===== src/rtl/window_scanner.sv =====
// Raster-order window scheduler for the detection cascade: launches one cascade run per
// window, offsets cascade reads by the window base, emits hit records. Optional watchdog: SCANNER_TIMEOUT_EN.
module window_scanner #(
  parameter int IMG_W   = 160,
  parameter int IMG_H   = 120,
  parameter int WIN     = 24,
  parameter int STEP    = 4,
  parameter int TIMEOUT = 4095
) (
  input  logic        clk,
  input  logic        rst,
  input  logic        start,
  input  logic        abort,
  output logic        busy,
  output logic        done,
  output logic        cascade_detect_en,
  input  logic        cascade_detect_done,
  input  logic        cascade_detected_flag,
  input  logic [14:0] cascade_rd_addr,
  output logic [14:0] ii_rd_addr,
  output logic        hit_valid,
  input  logic        hit_ready,
  output logic [7:0]  hit_x,
  output logic [7:0]  hit_y,
  output logic        timeout_err
);

  localparam logic [2:0] S_IDLE    = 3'd0;
  localparam logic [2:0] S_LAUNCH  = 3'd1;
  localparam logic [2:0] S_WAIT    = 3'd2;
  localparam logic [2:0] S_EMIT    = 3'd3;
  localparam logic [2:0] S_ADVANCE = 3'd4;
  localparam logic [2:0] S_DRAIN   = 3'd5;

  localparam logic [15:0] STEP_XY  = 16'(STEP);
  localparam logic [14:0] STEP_B   = 15'(STEP);
  localparam logic [14:0] ROW_STEP = 15'(STEP * IMG_W);

  logic [2:0]  state, state_nx;
  logic [15:0] x, y;
  logic [14:0] base, row_base;
  logic        x_fits, y_fits;
  logic        wd_hit;

  assign x_fits     = ({16'd0, x} + 32'(STEP + WIN)) <= 32'(IMG_W);
  assign y_fits     = ({16'd0, y} + 32'(STEP + WIN)) <= 32'(IMG_H);
  assign busy       = (state != S_IDLE);
  assign ii_rd_addr = base + cascade_rd_addr;

  // Abort outranks every other transition; a done coincident with abort in WAIT completes the drain.
  always_comb begin
    state_nx = state;
    case (state)
      S_IDLE:    if (start) state_nx = S_LAUNCH;
      S_LAUNCH:  state_nx = abort ? S_DRAIN : S_WAIT;
      S_WAIT: begin
        if (abort)                    state_nx = cascade_detect_done ? S_IDLE : S_DRAIN;
        else if (cascade_detect_done) state_nx = cascade_detected_flag ? S_EMIT : S_ADVANCE;
        else if (wd_hit)              state_nx = S_ADVANCE;
      end
      S_EMIT: begin
        if (abort)          state_nx = S_DRAIN;
        else if (hit_ready) state_nx = S_ADVANCE;
      end
      S_ADVANCE: begin
        if (abort)                 state_nx = S_IDLE;
        else if (x_fits || y_fits) state_nx = S_LAUNCH;
        else                       state_nx = S_IDLE;
      end
      S_DRAIN:   if (cascade_detect_done || wd_hit) state_nx = S_IDLE;
      default:   state_nx = S_IDLE;
    endcase
  end

  always_ff @(posedge clk) begin
    if (rst) begin
      state             <= S_IDLE;
      done              <= 1'b0;
      cascade_detect_en <= 1'b0;
      hit_valid         <= 1'b0;
      hit_x             <= 8'd0;
      hit_y             <= 8'd0;
      x                 <= 16'd0;
      y                 <= 16'd0;
      base              <= 15'd0;
      row_base          <= 15'd0;
    end else begin
      state             <= state_nx;
      done              <= (state == S_ADVANCE) && !abort && !x_fits && !y_fits;
      cascade_detect_en <= (state_nx == S_LAUNCH);
      hit_valid         <= (state_nx == S_EMIT);
      if (state == S_IDLE && start) begin
        x        <= 16'd0;
        y        <= 16'd0;
        base     <= 15'd0;
        row_base <= 15'd0;
      end
      if (state == S_WAIT && !abort && cascade_detect_done && cascade_detected_flag) begin
        hit_x <= x[7:0];
        hit_y <= y[7:0];
      end
      // base only moves here, while the cascade is idle between windows
      if (state == S_ADVANCE && !abort) begin
        if (x_fits) begin
          x    <= x + STEP_XY;
          base <= base + STEP_B;
        end else if (y_fits) begin
          x        <= 16'd0;
          y        <= y + STEP_XY;
          row_base <= row_base + ROW_STEP;
          base     <= row_base + ROW_STEP;
        end
      end
    end
  end

`ifdef SCANNER_TIMEOUT_EN
  localparam int CNT_W = ($clog2(TIMEOUT + 1) > 13) ? $clog2(TIMEOUT + 1) : 13;

  logic [CNT_W-1:0] wd_cnt;
  logic             timeout_q;

  assign wd_hit      = ((state == S_WAIT) || (state == S_DRAIN)) && (wd_cnt == CNT_W'(TIMEOUT));
  assign timeout_err = timeout_q;

  always_ff @(posedge clk) begin
    if (rst) begin
      wd_cnt    <= '0;
      timeout_q <= 1'b0;
    end else begin
      if (state_nx == S_LAUNCH)
        wd_cnt <= '0;
      else if (((state == S_WAIT) || (state == S_DRAIN)) && !wd_hit)
        wd_cnt <= wd_cnt + 1'b1;
      if (state == S_IDLE && start)
        timeout_q <= 1'b0;
      else if (wd_hit)
        timeout_q <= 1'b1;
    end
  end
`else
  assign wd_hit      = 1'b0;
  assign timeout_err = 1'b0;
`endif

endmodule

===== config.mk =====
export PLATFORM = sky130hd
export DESIGN_NAME = window_scanner
export DESIGN_NICKNAME = d
export VERILOG_FILES = /design/src/rtl/window_scanner.sv
export SDC_FILE = /design/constraint.sdc
export NUM_CORES = 1
export LEC_CHECK = 0
export ABC_AREA = 1
export CORE_UTILIZATION = 50
export DETAILED_ROUTE_END_ITERATION = 10
export PLACE_DENSITY = 0.72
export SLEW_MARGIN = 20
export SYNTH_ARGS = -nofsm -noshare
export SYNTH_HDL_FRONTEND = slang
export SYNTH_SLANG_ARGS = --single-unit
export TNS_END_PERCENT = 50

===== constraint.sdc =====
create_clock -name clk -period 3 [get_ports clk]
set_clock_uncertainty 0.2 [all_clocks]
set_input_delay 0.45 -clock clk [delete_from_list [all_inputs] [get_ports clk]]
set_output_delay 0.45 -clock clk [all_outputs]
set_load 0.02 [all_outputs]

Word-level counts from Yosys, hierarchy flattened
Index checks and enable logic that the tools add are counted.
{"block": "totals", "regBits": 84, "latch_bits": 0, "ram_bits": 0, "rom_bits": 0, "inputBits": 22, "out_inout_bits": 36, "memories": 0}
{"block": "op_classes", "addsub": 7, "n_mul": 0, "n_div": 0, "n_lt_le_gt_ge": 2, "n_eq_ne": 7, "n_shift": 0, "muxes": 28, "n_bitwise": 0, "reduce_logical": 13}
{"cell": "two-way mux 16 bit", "n": 8}
{"cell": "two-way mux 15 bit", "n": 8}
{"cell": "adder 16 x 5 -> 17 bit, second input constant", "n": 2}
{"cell": "adder 16 x 3 -> 16 bit, second input constant", "n": 2}
{"cell": "two-way mux 3 bit", "n": 9}
{"cell": "one-hot mux 3 bit (6 select lines)", "n": 1}
{"cell": "less-or-equal comparator 17 x 7 -> 1 bit, second input constant", "n": 1}
{"cell": "less-or-equal comparator 17 x 8 -> 1 bit, second input constant", "n": 1}
{"cell": "adder 15 x 10 -> 15 bit, second input constant", "n": 1}
{"cell": "adder 15 bit", "n": 1}
{"cell": "adder 15 x 3 -> 15 bit, second input constant", "n": 1}
{"cell": "equality test 3 x 2 -> 1 bit, second input constant", "n": 3}
{"cell": "logical AND 1 bit", "n": 7}
{"cell": "equality test 3 x 1 -> 1 bit, second input constant", "n": 2}
{"cell": "equality test 3 bit, second input constant", "n": 2}
{"cell": "zero test 1 bit", "n": 3}
{"cell": "zero test 3 bit", "n": 1}
{"cell": "nonzero test 3 bit", "n": 1}
{"cell": "two-way mux 1 bit", "n": 2}
{"cell": "logical OR 1 bit", "n": 1}

Depth between registers and ports, before layout
Gate-level depths: netlist of the first run.
{"block": "depth", "ltp_word": 7, "ltp_mapped": 17, "ltp_nobuf": 17}

Worst setup path after synthesis of the first run
Ideal clock, no wire load.
{"block": "synth_timing", "path_kind": "input-to-output", "startpoint": "input cascade_rd_addr[0]", "endpoint": "output ii_rd_addr[12]", "arrival_ps": 2371, "t_required_ps": 2350, "setup_slack_ps": -21, "path_stages": 10, "cell_sequence": "ha_1 -> inv_1 -> fa_1 -> nand3b_1 -> nand2_1 -> a21boi_0 -> o21ai_0 -> a31oi_1 -> o21ai_0 -> xor2_1"}
{"block": "synth_between", "elab_chain_cells": 1}
{"element": "from (decl)", "line": "19", "source": "input logic [14:0] cascade_rd_addr,"}
{"element": "adder 15 bit", "line": "48", "source": "assign ii_rd_addr = base + cascade_rd_addr;"}
{"element": "to (decl)", "line": "20", "source": "output logic [14:0] ii_rd_addr,"}
Every way passes these cells.

Worst setup path after layout of the first run
{"block": "layout_timing", "startpoint": "register base[0]", "endpoint": "output ii_rd_addr[12]"}
{"block": "layout_between", "elab_chain_cells": 1}
{"element": "from (decl)", "line": "41", "source": "logic [14:0] base, row_base;"}
{"element": "from (signal assigned)", "line": "106", "source": "base <= base + STEP_B;"}
{"element": "from (signal assigned)", "line": "111", "source": "base <= row_base + ROW_STEP;"}
{"element": "adder 15 bit", "line": "48"}
Every way passes these cells.

==> results of run 1 <==
-- metrics by stage --
step	instance area [um^2]	power, uW	setup TNS [ns]	hold slack (ns)
floorplan	5499	1372	0	0.2359
global placement	6435	1520	-5.593	0.2445
detailed placement	6435	1526	-6.011	0.2510
CTS	6656	2302	-0.1426	0.2657
global route	6720	2395	-0.1956	0.2924
finish	6720	2294	0	0.2619
-- cells in the final DEF, fill, tap and decap left out, types with 4 or more instances in the layout --
cell type        count
nand3_1             60
nor2_4               6
nand2_1            185
xnor2_1              7
inv_1              105
ha_4                 4
nor3_1              13
dlygate4sd2_1        8
inv_2                5
nor2_2               6
nor2_1              64
o21ai_1              8
dfxtp_1             83
xor2_1              35
a21oi_2             10
o21ai_0             38
buf_4               57
clkbuf_8             9
nand3_2              7
ha_1                18
clkdlybuf4s50_1     39
a211oi_1             6
nand4_1             18
a21oi_1             64
nand2_2             13
-- sequential cells by signal (all words and copies together) (netlist names), 3 cells and up --
register / cells
hit_y: 8
row_base: 15
hit_x: 8
state: 3
y: 16
base: 15
x: 16
-- area by class of cell --
type,count,area (um^2)
Clock buffer,9,123.9
Clock inverter,7,67.56
Fill cell,922,3789
Inverter,110,412.9
Multi-Input combinational cell,593,3347
Sequential cell,84,1683
Tap cell,136,170.2
Timing Repair Buffer,108,915.9
-- power by group --
group	leakage (uW)	internal (uW)	total [uW]	switching, uW
Clock	0.0000958	323	792	468
Sequential	0.000678	1130	1140	13.7
Combinational	0.00227	146	361	215
Total	0.00304	1600	2290	697
-- path summary, 6_finish.rpt --
path,start,to,cells after the start
worst min register to register,row_base[0]$_SDFFE_PP0P_,row_base[0]$_SDFFE_PP0P_,2
worst min-delay path,row_base[0]$_SDFFE_PP0P_,row_base[0]$_SDFFE_PP0P_,2
worst max register to register,x[2]$_SDFF_PP0_,row_base[9]$_SDFF_PP0_,16
worst max-delay path,base[0]$_SDFFE_PP0P_,ii_rd_addr[12],11
-- repair_timing --
item,4_1_cts,5_1_grt
pin swaps,10,9
endpoints found under the hold margin,0,0
cloned,0,0
endpoints found under the setup margin,12,8
buffers inserted,1,2
gates resized for setup,53,15
-- routing by layer --
metal  vias to the layer above  track usage (%)  share of wire [%]
li1                       2814                -                  -
met3                        15            4.802                5.1
met4                         0            6.751                1.1
met5                         -                0                  0
met1                      2550            32.46                 45
met2                       149            44.52                 49
-- critical path: cells and delay by family, from the launching register on --
| kind | cells | cell delay, ns |
|---|---|---|
| AND/OR/NAND/NOR | 2 | 0.26 |
| buffers and inverters | 2 | 0.19 |
| XOR/XNOR | 1 | 0.16 |
| adder cells (fa/ha/maj) | 2 | 0.47 |
| AO/OA/AOI/OAI | 4 | 0.52 |
| flip-flops | 1 | 0.36 |
-- logic make-up after synthesis --
kind of cell	synth area share, %
other	0.06819
xor gates and xnor gates	6.849
DFF	30.58
AOI/OAI and AO/OA	13.95
and+or+nand+nor	32.76
adders and majority gates	5.370
buffers and inverters	10.42
==> results.md, run 1 <==
* Initial antenna violation count at 0
* PnR worst setup slack at roughly 0.014 ns
* Top cells by area, synth: dfxtp_1 (31%), nand2_1 (13%), inv_1 (7.3%)
* Layout area overhead at 22.21%
* Slew HR at just over 60%
* Dpl hpwl at roughly 10000 um
* Final Net Count at roughly 950
* Vias in the first global route at roughly 5300
* Synth top cells by count: nand2_1 (187), inv_1 (107), dfxtp_1 (84), a21oi_1 (66), nor2_1 (64)
* Die Width at 106.9 um
* Finished Layout Cells at between 1000 and 1500
* CP max FO at 2
* Status: complete, no violations
* Post-route ant nets at 0
* Io pins at 58
* Max VDD drop at 0.2823 mV
* Worst Hold Class: flip-flop to flip-flop
* GP Congestion at 0.8715
* Global router's overall resource usage at ~26%
* WL/cell at approximately 13 um
* Worst path arrival time at between 2 and 2.5 ns
* EDFF count, synth at 0
* Die Ht at between 100 and 150 um
* Synth Register Bits at between 80 and 90
* Initial Util at around 52%
* Hold buffers post-CTS at 0
* Post-synthesis instance area at 0.005499 mm^2
* CTS H-tree lvls at 3
* Setup CP Type: flip-flop to output port
* Power per standard cell area at 341.4 mW/mm^2
* Clk sinks at 84
* Max Cap Viol at 0
* RSZ-0062 raised after global routing: true
* Setup crit end kind: output port
* # diodes at 0
* Mean post-synth cell area at around 6.7 um^2
* Cell taking the most area after synthesis: dfxtp_1
* Crit path cell chain: ha_4 > inv_2 > fa_2 > nand3b_1 > nand2_2 > a21boi_2 > o21ai_2 > a31oi_4 > o21ai_2 > xor2_1 > buf_4
* Cell Rows at 37
* CTS Root Cell: clkbuf_8
* Lkg Pwr at approximately 0.0030 uW
* Via count at between 5000 and 6000
* Clk slew on worst S/H paths at roughly 0.10 ns
* 1st-iter DRT viols at approximately 360
* DRT Pass-1 Iters at 5
* Clock latency on the worst-skew pair at 0.37 ns
* WP data required at 2.35 ns
* Pre-CTS WS at -0.9081 ns
* Largest net degree at the start of global routing at 47
* Synth cell types at 43
* Min Tclk post-route at roughly 3.0 ns
* Slowest cell delay on critical path at about 0.36 ns
* Via density at around 5.3
* Worst setup SP type: flip-flop
* Core area at ~0.011 mm^2
* Yosys warning count at 0
* Ys flop type: dfxtp_1
* Reg-to-reg setup timing slack at 0.27 ns
* Leading cell type by number of instances after synthesis: nand2_1
* Worst slew pin tran at 0.5693 ns
* Register area share after synthesis at a little under a third
* Core Util, Final at between 60% and 70%
* Syn nets at 863
* DP Cell Count at roughly 1000
* Drt total wl at about 14000 um
* Area share of the largest cell type after synthesis at roughly 31%
* Async SR Flop Fraction at 0%
* Die area at roughly 0.011 mm^2
* CTS tree: done
* Post-Synthesis Cells at around 800
* TritonCTS Buffers at 9
* Layout cell share with drive strength beyond 1 at between 10% and 20%
* Max Slew Vio Count at 0
* Fmax at roughly 330 MHz
* Final setup viols at 0
* Most common cell on crit path: o21ai_2
* Total grt overflow at 0
* Global-route wire length before repair at between 20000 and 25000 um
* Drc violations at 0
* Slowest stage cell, crit path: dfxtp_2
* Final hold violations at 0
* PortBufs at 56
* CTS Buffer Depth at 2
* Final period utilization at 99.52%
No activity file was read; power rests on OpenSTA's default activity.
==> run 2, diff against run 1 <==
--- a/config.mk
+++ b/config.mk
@@ -6,9 +6,9 @@
 export NUM_CORES = 1
 export LEC_CHECK = 0
 export ABC_AREA = 1
-export CORE_UTILIZATION = 50
+export CORE_UTILIZATION = 47
 export DETAILED_ROUTE_END_ITERATION = 10
-export PLACE_DENSITY = 0.72
+export PLACE_DENSITY = 0.68
 export SLEW_MARGIN = 20
 export SYNTH_ARGS = -nofsm -noshare
 export SYNTH_HDL_FRONTEND = slang
==> results.md, run 2 (synthesis results as in run 1) <==
* Status: complete, no violations
* Delay-heaviest family, CP: compound AO/OA/AOI/OAI gates
* Worst slew pin tran at about 0.59 ns
* Final Net Count at about 950
* Die Width at around 110 um
* Cell Rows at 39
* Worst path arrival time at around 2.3 ns
* Core Util, Final at 60.27%
* # diodes at 0
* Hold EP: row_base[4]$_SDFFE_PP0P_
* Setup CP Type: flip-flop to output port
* PortBufs at 56
* Vias in the first global route at 5017
* WP data required at 2.35 ns
* GP Congestion at 0.9273
* Final period utilization at a little over nine tenths
* Max Cap Viol at 0
* Buf/Inv on CP at 2
* Clk slew on worst S/H paths at about 0.070 ns
* Global-route wire length before repair at 23050 um
* Core area at 0.01142 mm^2
* Total grt overflow at 0
* Die area at between 0.01 and 0.015 mm^2
* Final hold violations at 0
* Reg-to-reg setup timing slack at approximately 0.39 ns
* Hold Startpoint: row_base[4]$_SDFFE_PP0P_
* Drt total wl at around 14000 um
* Pre-CTS WS at -0.8835 ns
* Layout cell share with drive strength beyond 1 at ~16%
* Global router's overall resource usage at between 20% and 30%
* DP Cell Count at 1038
* 1st-iter DRT viols at slightly above 300
* Most common cell after layout, fill and taps aside: nand2_1
* Initial Util at between 40% and 50%
* PnR worst setup slack at between 0.03 and 0.04 ns
* Die Ht at roughly 110 um
* RSZ-0062 raised after global routing: true
* Worst r2r dst: row_base[14]$_SDFF_PP0_
* Slowest cell delay on critical path at around 0.35 ns
* Most frequent cells in the layout: nand2_1 (185), inv_1 (105), dfxtp_1 (83)
* Drc violations at 0
* CTS Buffer Depth at 2
* Initial antenna violation count at 0
* Max Slew Vio Count at 0
* TritonCTS Buffers at 9
* CP max FO at 2
* Worst Hold Class: flip-flop to flip-flop
* Pwr Total at 2670 uW
* Slew HR at 60.62%
* Post-route ant nets at 0
* Slowest stage cell, crit path: dfxtp_2
* CTS Root Cell: clkbuf_16
* FF+latch area at 0.001683 mm^2
* Min Tclk post-route at 2.960 ns
* Multi-input logic area at approximately 0.0034 mm^2
* Final setup viols at 0
* Clock latency on the worst-skew pair at 0.34 ns
* Crit path cell chain: ha_4 > inv_2 > fa_2 > nand3b_1 > nand2_2 > a21boi_4 > o21ai_2 > a31oi_2 > o21ai_1 > xor2_1 > buf_4
* Finished Layout Cells at 1056
* Reg2reg start: x[3]$_SDFF_PP0_
* Worst setup SP type: flip-flop
* # fillers at approximately 1100
* Max VDD drop at 0.2521 mV
* Hold path depth at 2
* DRT Pass-1 Iters at 5
* Clk sinks at 84
* Regs by FF count: x (16), y (16)
* Lkg Pwr at 0.003123 uW
* Largest net degree at the start of global routing at between 40 and 50
* WL/cell at 13.08 um
* Dpl hpwl at ~10000 um
* CTS tree: done
* Power per standard cell area at about 390 mW/mm^2
* Fmax at around 340 MHz
* CTS H-tree lvls at 3
* Hold buffers post-CTS at 0
* Io pins at 58
* Via density at about 5.1
* Setup crit end kind: output port
* R2r worst-path depth at 16
* Via count at 5438
* Layout area overhead at 25.14%
* Final hold slack at 0.2546 ns
-- run 2: cell types whose count changed in the layout (fill, tap and decap cells not counted), sizes merged --
cell	change
clkbuf	+1
clkinv	-1
clkdlybuf4s50	+1
clkdlybuf4s15	+2
bufinv	+1
inv	+1
dlymetal6s2s	-1
clkinvlp	-1
dlygate4sd2	-1
-- run 2: final cells by class --
class                   count  share of cell area, %
clock inverters             7                  1.273
multi-input cells         593                  48.87
repair buffers            110                  13.53
inverters                 110                  6.000
clock buffers               9                  3.273
flip-flops and latches     84                  24.45
well taps                 143                  2.600
-- run 2: what timing repair did --
action,CTS,global route
setup endpoints to repair,13,8
pin swaps,13,9
buffers inserted,1,1
resized for setup,55,12
-- run 2: per-stage QoR --
stage / cell area, um^2 / TNS, ns
3_5_place_dp: 6466 / -6.237
4_1_cts: 6823 / -0.04664
3_3_place_gp: 6466 / -5.725
5_1_grt: 6882 / -0.1294
2_1_floorplan: 5499 / 0
6_report: 6882 / 0
-- run 2: worst max-delay path by stage --
stage,from,end,slack (ns),depth (start not counted)
after floorplan,cascade_rd_addr[0],ii_rd_addr[12],0.05,10
final,base[0]$_SDFFE_PP0P_,ii_rd_addr[12],0.04,11
after global placement,cascade_rd_addr[0],ii_rd_addr[12],-0.83,12
after global routing,base[0]$_SDFFE_PP0P_,ii_rd_addr[12],-0.08,11
after detailed placement,cascade_rd_addr[0],ii_rd_addr[12],-0.88,12
after CTS,base[0]$_SDFFE_PP0P_,ii_rd_addr[12],-0.05,11
-- run 2: report_power, final --
group,internal [uW],switching (uW)
sequential,1130,13.3
combinational,149,215
clock,668,496
total,1940,725
-- run 2: tightest hold or removal path, delay by kind of cell (launching register included) --
family	cells	cell delay [ns]
DFF	1	0.31
buffers and inverters	1	0.03
and+or+nand+nor	1	0.07
-- run 2: layer usage --
metal,vias up,routed length (um),GRT usage [%]
met1,2527,6565,31.91
met2,75,6750,41.29
met5,-,0,0
met3,12,357,3.527
met4,0,138,5.639
li1,2824,-,-
==> run 3, diff against run 2 <==
--- a/config.mk
+++ b/config.mk
@@ -7,7 +7,9 @@
 export LEC_CHECK = 0
 export ABC_AREA = 1
 export CORE_UTILIZATION = 47
+export CTS_CLUSTER_SIZE = 30
 export DETAILED_ROUTE_END_ITERATION = 10
+export MAX_ROUTING_LAYER = met4
 export PLACE_DENSITY = 0.68
 export SLEW_MARGIN = 20
 export SYNTH_ARGS = -nofsm -noshare
==> results.md, run 3 (synthesis results as in run 1) <==
* Vias in the first global route at around 5100
* Final hold violations at 0
* Clock latency on the worst-skew pair at 0.34 ns
* Post-route ant nets at 0
* Power per standard cell area at 378.5 mW/mm^2
* Slew HR at ~42%
* Most frequent cells in the layout: nand2_1 (185), inv_1 (105), dfxtp_1 (83)
* Placed Instance Area at between 0.006 and 0.007 mm^2
* Max Cap Viol at 0
* Worst slew pin tran at slightly below 0.9 ns
* Clk slew on worst S/H paths at 0.07 ns
* Layout cell share with drive strength beyond 1 at 16.30%
* FF+latch area at 0.001683 mm^2
* Die Width at 110.2 um
* Global router's overall resource usage at between 20% and 30%
* RSZ-0062 raised after global routing: true
* Layout area overhead at 24.78%
* Slowest cell delay on critical path at between 0.3 and 0.4 ns
* Via density at 5.132
* Sum Neg Setup Slack at 0 ns
* PortBufs at 56
* Die area at roughly 0.012 mm^2
* Dpl hpwl at approximately 10000 um
* Final period utilization at between 90 and 100%
* # diodes at 0
* Via count at approximately 5400
* Setup crit end kind: output port
* Regs by FF count: x (16), y (16)
* Io pins at between 50 and 60
* Min Tclk post-route at between 2 and 3 ns
* Most common cell on crit path: o21ai_2
* CTS Root Cell: clkbuf_16
* TritonCTS Buffers at 9
* CP max FO at 2
* Cell Rows at 39
* Max VDD drop at around 0.24 mV
* DRT Pass-1 Iters at 5
* Worst path arrival time at roughly 2.3 ns
* Core Util, Final at approximately 60%
* Design area at 0.006862 mm^2
* CTS tree: done
* WP data required at approximately 2.4 ns
* Fmax at approximately 340 MHz
* Die Ht at about 110 um
* Drc violations at 0
* Global-route wire length before repair at between 20000 and 25000 um
* Largest net degree at the start of global routing at 47
* Slowest stage cell, crit path: fa_2
* Final setup viols at 0
* Most common cell after layout, fill and taps aside: nand2_1
* # fillers at between 1000 and 1500
* Worst setup SP type: input pin
* Crit path cell chain: dlygate4sd2_1 > ha_4 > inv_2 > fa_2 > nand3b_1 > nand2_2 > a21boi_4 > o21ai_2 > a31oi_2 > o21ai_2 > xor2_1 > buf_4
* Initial antenna violation count at 0
* Worst Hold Class: flip-flop to flip-flop
* Max Slew Vio Count at 0
* Drt total wl at around 14000 um
* Lkg Pwr at 0.003119 uW
* GP Congestion at around 0.9
* CTS H-tree lvls at 3
* Setup CP Type: input pin to output port
* Core area at around 0.011 mm^2
* Clk sinks at 84
* Initial Util at 48.16%
* 1st-iter DRT viols at between 300 and 400
* Multi-input logic area at roughly 0.0034 mm^2
* Final Net Count at 954
* Total grt overflow at 0
* WL/cell at between 10 and 15 um
* Status: complete, no violations
* CTS Buffer Depth at 2
* Hold buffers post-CTS at 0
-- run 3: changes by cell type in the layout (fill, tap and decap cells not counted), sizes merged --
cell	previous run	this run
clkbuf	10	9
dlygate4sd2	7	8
clkinv	1	2
bufinv	1	0
clkdlybuf4s15	2	0
buf	60	63
-- run 3: cell type report --
| cell class | instances | area share (%) |
|---|---|---|
| Multi-Input combinational cell | 593 | 49.02 |
| Sequential cell | 84 | 24.53 |
| Timing Repair Buffer | 111 | 13.57 |
| Inverter | 110 | 6.018 |
| Clock buffer | 9 | 3.282 |
| Tap cell | 143 | 2.608 |
| Clock inverter | 7 | 0.9847 |
-- run 3: repair_timing --
item                                    4_1_cts  5_1_grt
endpoints found under the setup margin       11        7
buffers inserted                              3        1
pin swaps                                    10        9
resized for setup                            55       12
-- run 3: final timing paths --
path / end / start / depth (start not counted) / slack [ns]
worst min register to register: row_base[6]$_SDFFE_PP0P_ / row_base[6]$_SDFFE_PP0P_ / 2 / 0.26
worst max register to register: row_base[14]$_SDFF_PP0_ / x[3]$_SDFF_PP0_ / 16 / 0.42
worst max-delay path: ii_rd_addr[12] / cascade_rd_addr[0] / 12 / 0.04
worst min-delay path: row_base[6]$_SDFFE_PP0P_ / row_base[6]$_SDFFE_PP0P_ / 2 / 0.26
-- run 3: per-layer routing --
metal	global-route usage (%)	vias to the layer above	part of all wire (%)
li1	-	2830	-
met1	31.32	2477	46
met2	41.70	99	48
met3	2.881	18	3.7
met4	7.707	0	1.5
met5	-	-	0
-- run 3: critical path: cells and delay by family --
kind	cells	cell delay, ns
compound gates	4	0.49
fa+ha+maj	2	0.49
xor+xnor	1	0.15
simple gates	2	0.28
buf+inv	3	0.43
-- run 3: stage by stage --
stage | instances | setup WS [ns] | power, uW | hold slack (ns)
after global placement | 1037 | -0.8546 | 1522 | 0.2439
after detailed placement | 1037 | -0.9520 | 1528 | 0.2482
after global routing | 1057 | -0.07189 | 2699 | 0.2876
after CTS | 1056 | -0.05765 | 2610 | 0.2597
after floorplan | 818 | 0.05470 | 1372 | 0.2359
final | 1057 | 0.04245 | 2597 | 0.2581
-- run 3: report_power, final --
| part | switching, uW | internal [uW] |
|---|---|---|
| Combinational | 216 | 146 |
| Clock | 509 | 585 |
| Sequential | 12.7 | 1130 |
| Total | 738 | 1860 |
